`src/rtl/serial_adder_pkg.sv`:
```
// Shared types and constants for the bit-serial adder.
package serial_adder_pkg;

  typedef enum logic [1:0] {
    IDLE  = 2'd0,
    SHIFT = 2'd1,
    DONE  = 2'd2
  } state_t;

  localparam int SERIAL_ADDER_DEFAULT_WIDTH = 8;

endpackage

```
`src/rtl/serial_adder_full_adder.sv`:
```
// Single-bit full-adder cell used as the serial adder datapath.
module FULL_ADDER (
  input  logic a,
  input  logic b,
  input  logic c_in,
  output logic sum,
  output logic c_out
);

  assign sum   = a ^ b ^ c_in;
  assign c_out = (a & b) | (c_in & (a ^ b));

endmodule

```
`src/rtl/serial_adder.sv`:
```
// Bit-serial LSB-first adder with start/busy/done handshake.
// Optional signed-overflow output enabled by macro SERIAL_ADDER_OVF_EN.
module serial_adder
  import serial_adder_pkg::*;
#(
  parameter int WIDTH = SERIAL_ADDER_DEFAULT_WIDTH
) (
  input  logic             clk,
  input  logic             rst_n,
  input  logic             start,
  input  logic [WIDTH-1:0] a,
  input  logic [WIDTH-1:0] b,
  input  logic             c_in,
  output logic             busy,
  output logic             done,
  output logic [WIDTH-1:0] sum,
  output logic             c_out
`ifdef SERIAL_ADDER_OVF_EN
  ,
  output logic             ovf
`endif
);

  localparam int CW = (WIDTH > 1) ? $clog2(WIDTH) : 1;
  localparam logic [CW-1:0] CNT_LAST = CW'(WIDTH - 1);
  localparam logic [CW-1:0] CNT_ONE  = CW'(1);

  state_t           state_r;
  state_t           state_nxt_s;
  logic [WIDTH-1:0] a_sh_r;
  logic [WIDTH-1:0] b_sh_r;
  logic [WIDTH-1:0] sum_sh_r;
  logic             carry_r;
  logic [CW-1:0]    cnt_r;
  logic             cell_sum_s;
  logic             cell_cout_s;
  logic             last_bit_s;

  FULL_ADDER u_cell (
    .a     (a_sh_r[0]),
    .b     (b_sh_r[0]),
    .c_in  (carry_r),
    .sum   (cell_sum_s),
    .c_out (cell_cout_s)
  );

  // Next-state decode and last-bit detection
  always_comb begin
    state_nxt_s = state_r;
    last_bit_s  = 1'b0;
    case (state_r)
      IDLE: begin
        if (start) begin
          state_nxt_s = SHIFT;
        end else begin
          state_nxt_s = IDLE;
        end
      end
      SHIFT: begin
        last_bit_s = (cnt_r == CNT_LAST);
        if (last_bit_s) begin
          state_nxt_s = DONE;
        end else begin
          state_nxt_s = SHIFT;
        end
      end
      DONE:    state_nxt_s = IDLE;
      default: state_nxt_s = IDLE;
    endcase
  end

  // State register with registered busy/done flags
  always_ff @(posedge clk or negedge rst_n) begin
    if (!rst_n) begin
      state_r <= IDLE;
      busy    <= 1'b0;
      done    <= 1'b0;
    end else begin
      state_r <= state_nxt_s;
      busy    <= (state_nxt_s != IDLE);
      done    <= (state_nxt_s == DONE);
    end
  end

  // Operand load and per-bit shifting; the carry loops back into the cell
  always_ff @(posedge clk or negedge rst_n) begin
    if (!rst_n) begin
      a_sh_r   <= '0;
      b_sh_r   <= '0;
      sum_sh_r <= '0;
      carry_r  <= 1'b0;
      cnt_r    <= '0;
    end else begin
      case (state_r)
        IDLE: begin
          if (start) begin
            a_sh_r   <= a;
            b_sh_r   <= b;
            sum_sh_r <= '0;
            carry_r  <= c_in;
            cnt_r    <= '0;
          end
        end
        SHIFT: begin
          a_sh_r   <= {1'b0, a_sh_r[WIDTH-1:1]};
          b_sh_r   <= {1'b0, b_sh_r[WIDTH-1:1]};
          sum_sh_r <= {cell_sum_s, sum_sh_r[WIDTH-1:1]};
          carry_r  <= cell_cout_s;
          cnt_r    <= cnt_r + CNT_ONE;
        end
        default: begin
          cnt_r <= cnt_r;
        end
      endcase
    end
  end

  // Result registers: only updated on the final bit so they hold the previous result through SHIFT
  always_ff @(posedge clk or negedge rst_n) begin
    if (!rst_n) begin
      sum   <= '0;
      c_out <= 1'b0;
`ifdef SERIAL_ADDER_OVF_EN
      ovf   <= 1'b0;
`endif
    end else if (last_bit_s) begin
      sum   <= {cell_sum_s, sum_sh_r[WIDTH-1:1]};
      c_out <= cell_cout_s;
`ifdef SERIAL_ADDER_OVF_EN
      // carry_r is the carry into the MSB on this edge
      ovf   <= carry_r ^ cell_cout_s;
`endif
    end
  end

endmodule

```
`config.mk`:
```
export PLATFORM = sky130hd
export DESIGN_NAME = serial_adder
export DESIGN_NICKNAME = d
export VERILOG_FILES = /design/src/rtl/serial_adder_pkg.sv /design/src/rtl/serial_adder_full_adder.sv /design/src/rtl/serial_adder.sv
export SDC_FILE = /design/constraint.sdc
export NUM_CORES = 1
export LEC_CHECK = 0
export CELL_PAD_IN_SITES_DETAIL_PLACEMENT = 1
export CELL_PAD_IN_SITES_GLOBAL_PLACEMENT = 1
export CORE_MARGIN = 1.5
export CORE_UTILIZATION = 49
export CTS_BUF_LIST = sky130_fd_sc_hd__clkbuf_8
export CTS_CLUSTER_SIZE = 30
export DETAILED_ROUTE_END_ITERATION = 10
export PLACE_DENSITY_LB_ADDON = 0.1
export SLEW_MARGIN = 20
export SYNTH_ARGS = -nofsm -noshare
export SYNTH_HDL_FRONTEND = slang
export SYNTH_HIERARCHICAL = 1
export SYNTH_SLANG_ARGS = --single-unit
```
`constraint.sdc`:
```
create_clock -name clk -period 3.6 [get_ports clk]
set_input_delay 0.72 -clock clk [delete_from_list [all_inputs] [get_ports clk]]
set_output_delay 0.72 -clock clk [all_outputs]
set_load 0.03 [all_outputs]
```
==> summary.txt <==
Status
  – Run status: finished clean

Global routing
  – First-pass GRT wire length: 6420 um
  – Pin count of the biggest net entering global routing: between 40 and 50
  – Number of global-route vias before repair: 1,307
  – GRT Util Overall: between 10% and 20%
  – Initial antenna violation count: 0
  – Grt ovf: 0

Clock tree
  – H-tree Lvls: 2
  – CTS tree: yes
  – Clock slew at reported path FFs: 0.08 ns
  – Clock root buffer: clkbuf_8
  – Total clock sinks: 40
  – Buffer depth of the longest clock path: 2
  – Cts hold-fix bufs: 0
  – Worst skew pair latency: 0.30 ns
  – TritonCTS Buffers: 5
  – PostCTS Resize Cnt: 0
  – Post-CTS Setup Bufs: 0

Floorplanning
  – DIE HEIGHT: 67.3 um
  – Total core area: 3970 sq um
  – Row count: 23
  – DIE AREA: 4520 sq um
  – Initial core utilization: about half
  – Die W: 67.3 um
  – Ports: 31

Logic synthesis
  – Distinct cells, synth: 31
  – Synthesized netlist cell count: 143
  – #FFs+latches synth: 40
  – Post-synth EDFFs: 0
  – YS warnings: 6
  – Sequential area share after synthesis: roughly half
  – Mapped Avg Cell Area: 14.1 sq um
  – Syn Nets: 166
  – Ys async rst share: 100%
  – Post-Syn Area: 2020 sq um
  – Top FF cell, synth: dfrtp_1

Worst setup path
  – Critical Path End Type: flip-flop
  – Crit path kind: input pin to flip-flop
  – Worst r2r path cells: 2
  – Arr. time, crit path: 2.26 ns
  – Crit path to: a_sh_r[2]
  – Worst r2r dst: a_sh_r[2]
  – Critical Path RT: 3.73 ns
  – Worst-path fanout max: 20
  – R2R Setup Slk: 1.69 ns
  – FF-to-FF Start: state_r[0]
  – CP startpoint: start
  – Setup crit start kind: input pin

Timing
  – Final setup fails: 0
  – RSZ-0062 raised after global routing: no
  – Worst slew pin tran: 0.876 ns
  – Tcrit/Tclk final: 59.0%
  – Fin. max-slew vios: 0
  – Final Hold Vio Count: 0
  – Layout Skew: 0.00729 ns
  – Max transition margin: roughly 42%
  – Setup tns final: 0 ns
  – Peak Freq: 471 MHz
  – Post-layout minimum cycle time: 2.13 ns

Route
  – Routed Wire Length: 3970 um
  – # DRC: 0
  – 1st-iter DRT viols: 70
  – DRT Pass-1 Iters: 4
  – Via count: 1,224
  – Vias/cell: 5.51
  – Wire per inst: 17.9 um
  – ANT nets after route: 0

Final layout
  – Final Non-Filler Cells: 222
  – Share of cells above drive strength 1: 33.1%
  – Nets: ~190
  – Final Util: 60.9%
  – Final Cell Area: about 2400 sq um
  – Layout Area Growth over Synthesis: 19.5%
  – N_diodes: 0

Power and ir drop
  – Power Density: 855 nW/um^2
  – Leakage power: between 1 and 1.5 nW
  – Final Power: 2.07 mW
  – Worst vdd ir: approximately 0.32 mV

Place
  – Post-Place Cells: 214
  – GP Congestion: 0.711
  – DP HPWL: 2650 um
  – Placed cell area: 2300 sq um
  – Port Buf Inserts: 30

Min path
  – Hold Path Class: flip-flop to flip-flop
  – HP Start: cnt_r[0]

Job
  – Max_cap viols: 0
==> power by group <==
group	switching, mW	leakage, nW	internal, mW	total [mW]
Sequential	0.198	0.483	0.653	0.851
Combinational	0.397	0.537	0.452	0.849
Clock	0.161	0.0541	0.205	0.366
Total	0.756	1.07	1.31	2.07
==> routing by layer <==
metal	wire (um)	share of wire [%]	track usage [%]	up-vias
li1	-	-	-	576
met4	55	1.4	6.89	0
met1	1790	45	24.1	615
met5	0	0	0	-
met2	1980	50	32.9	27
met3	146	3.7	5.50	6
==> registers in the layout (all words and copies together), names as in the netlist <==
register and flops:
state_r 2, sum_sh_r 7, b_sh_r 8, c_out 1, a_sh_r 8, carry_r 1, sum 8, busy 1
cnt_r 3, done 1
==> worst max-delay path, stage by stage <==
cell	delay, ns
clkdlybuf4s50_1	0.40
buf_4	0.19
o21bai_2	0.50
buf_4	0.33
a221oi_1	0.11
==> per-stage QoR <==
step | hold slack, ns | setup WS (ns)
floorplan | 0.424 | 2.10
global placement | 0.485 | 1.23
detailed placement | 0.493 | 1.16
CTS | 0.515 | 1.32
global route | 0.534 | 1.37
finish | 0.509 | 1.47
==> cells in the mapped netlist, types with 2 or more instances <==
cell type | n | area, sq um
buf_2 | 4 | 20.0
o221a_2 | 2 | 22.5
ha_1 | 2 | 25.0
inv_1 | 15 | 56.3
a211oi_2 | 10 | 125
nor4bb_1 | 2 | 20.0
buf_4 | 4 | 30.0
a221oi_1 | 2 | 17.5
nor3b_2 | 11 | 138
a22o_1 | 9 | 78.8
buf_6 | 3 | 33.8
dfrtp_1 | 40 | 1000
nor4b_2 | 9 | 135
or4b_1 | 2 | 20.0
mux2_4 | 8 | 120
nand2b_1 | 2 | 12.5
nor4b_1 | 4 | 35.0
==> worst min-delay path by stage <==
stage,end,cells past startpoint
2_1_floorplan,a_sh_r[0],0
3_3_place_gp,b_sh_r[7],1
3_5_place_dp,cnt_r[1],1
4_1_cts,cnt_r[1],1
5_1_grt,sum[5],1
6_report,cnt_r[0],1
==> cell type report <==
cell class                 count  area [sq um]
inverter                      16          60.1
clock buffer                   5          68.8
clock inverter                 3          42.5
sequential                    40          1000
multi-input combinational     75           863
timing repair buffer          33           318
fill                         394          1550
tap                           50          62.6
==> cells in the final DEF (no fill, tap or decap) <==
cell type and n:
a22o_1 9, or2b_1 1, dfrtp_1 39, or4b_1 2, buf_2 1, bufinv_16 1, nor4bb_1 2, a221oi_1 2
ha_1 2, a21oi_1 1, buf_4 3, a211oi_2 10, a211oi_1 1, nor4b_2 9, nand2b_1 2, a211o_1 1
inv_1 15, mux2_4 8, mux2_2 1, o221a_2 2, clkbuf_8 5, nand3b_2 1, clkinvlp_4 1, inv_2 1
a21o_1 1, nor3b_1 1, nor4b_1 4, fa_1 1, clkdlybuf4s50_1 29, o21bai_2 1, dfrtp_2 1, mux2i_1 1
nor2b_1 1, nor3b_2 11, clkinv_2 1
==> cell families after synthesis <==
family,share of synthesized area [%]
compound gates,14.0
fa+ha+maj,2.23
buf+inv,7.85
flops,49.5
mux,6.99
simple gates,19.4
Note: power is estimated with default switching activity, not from simulation.
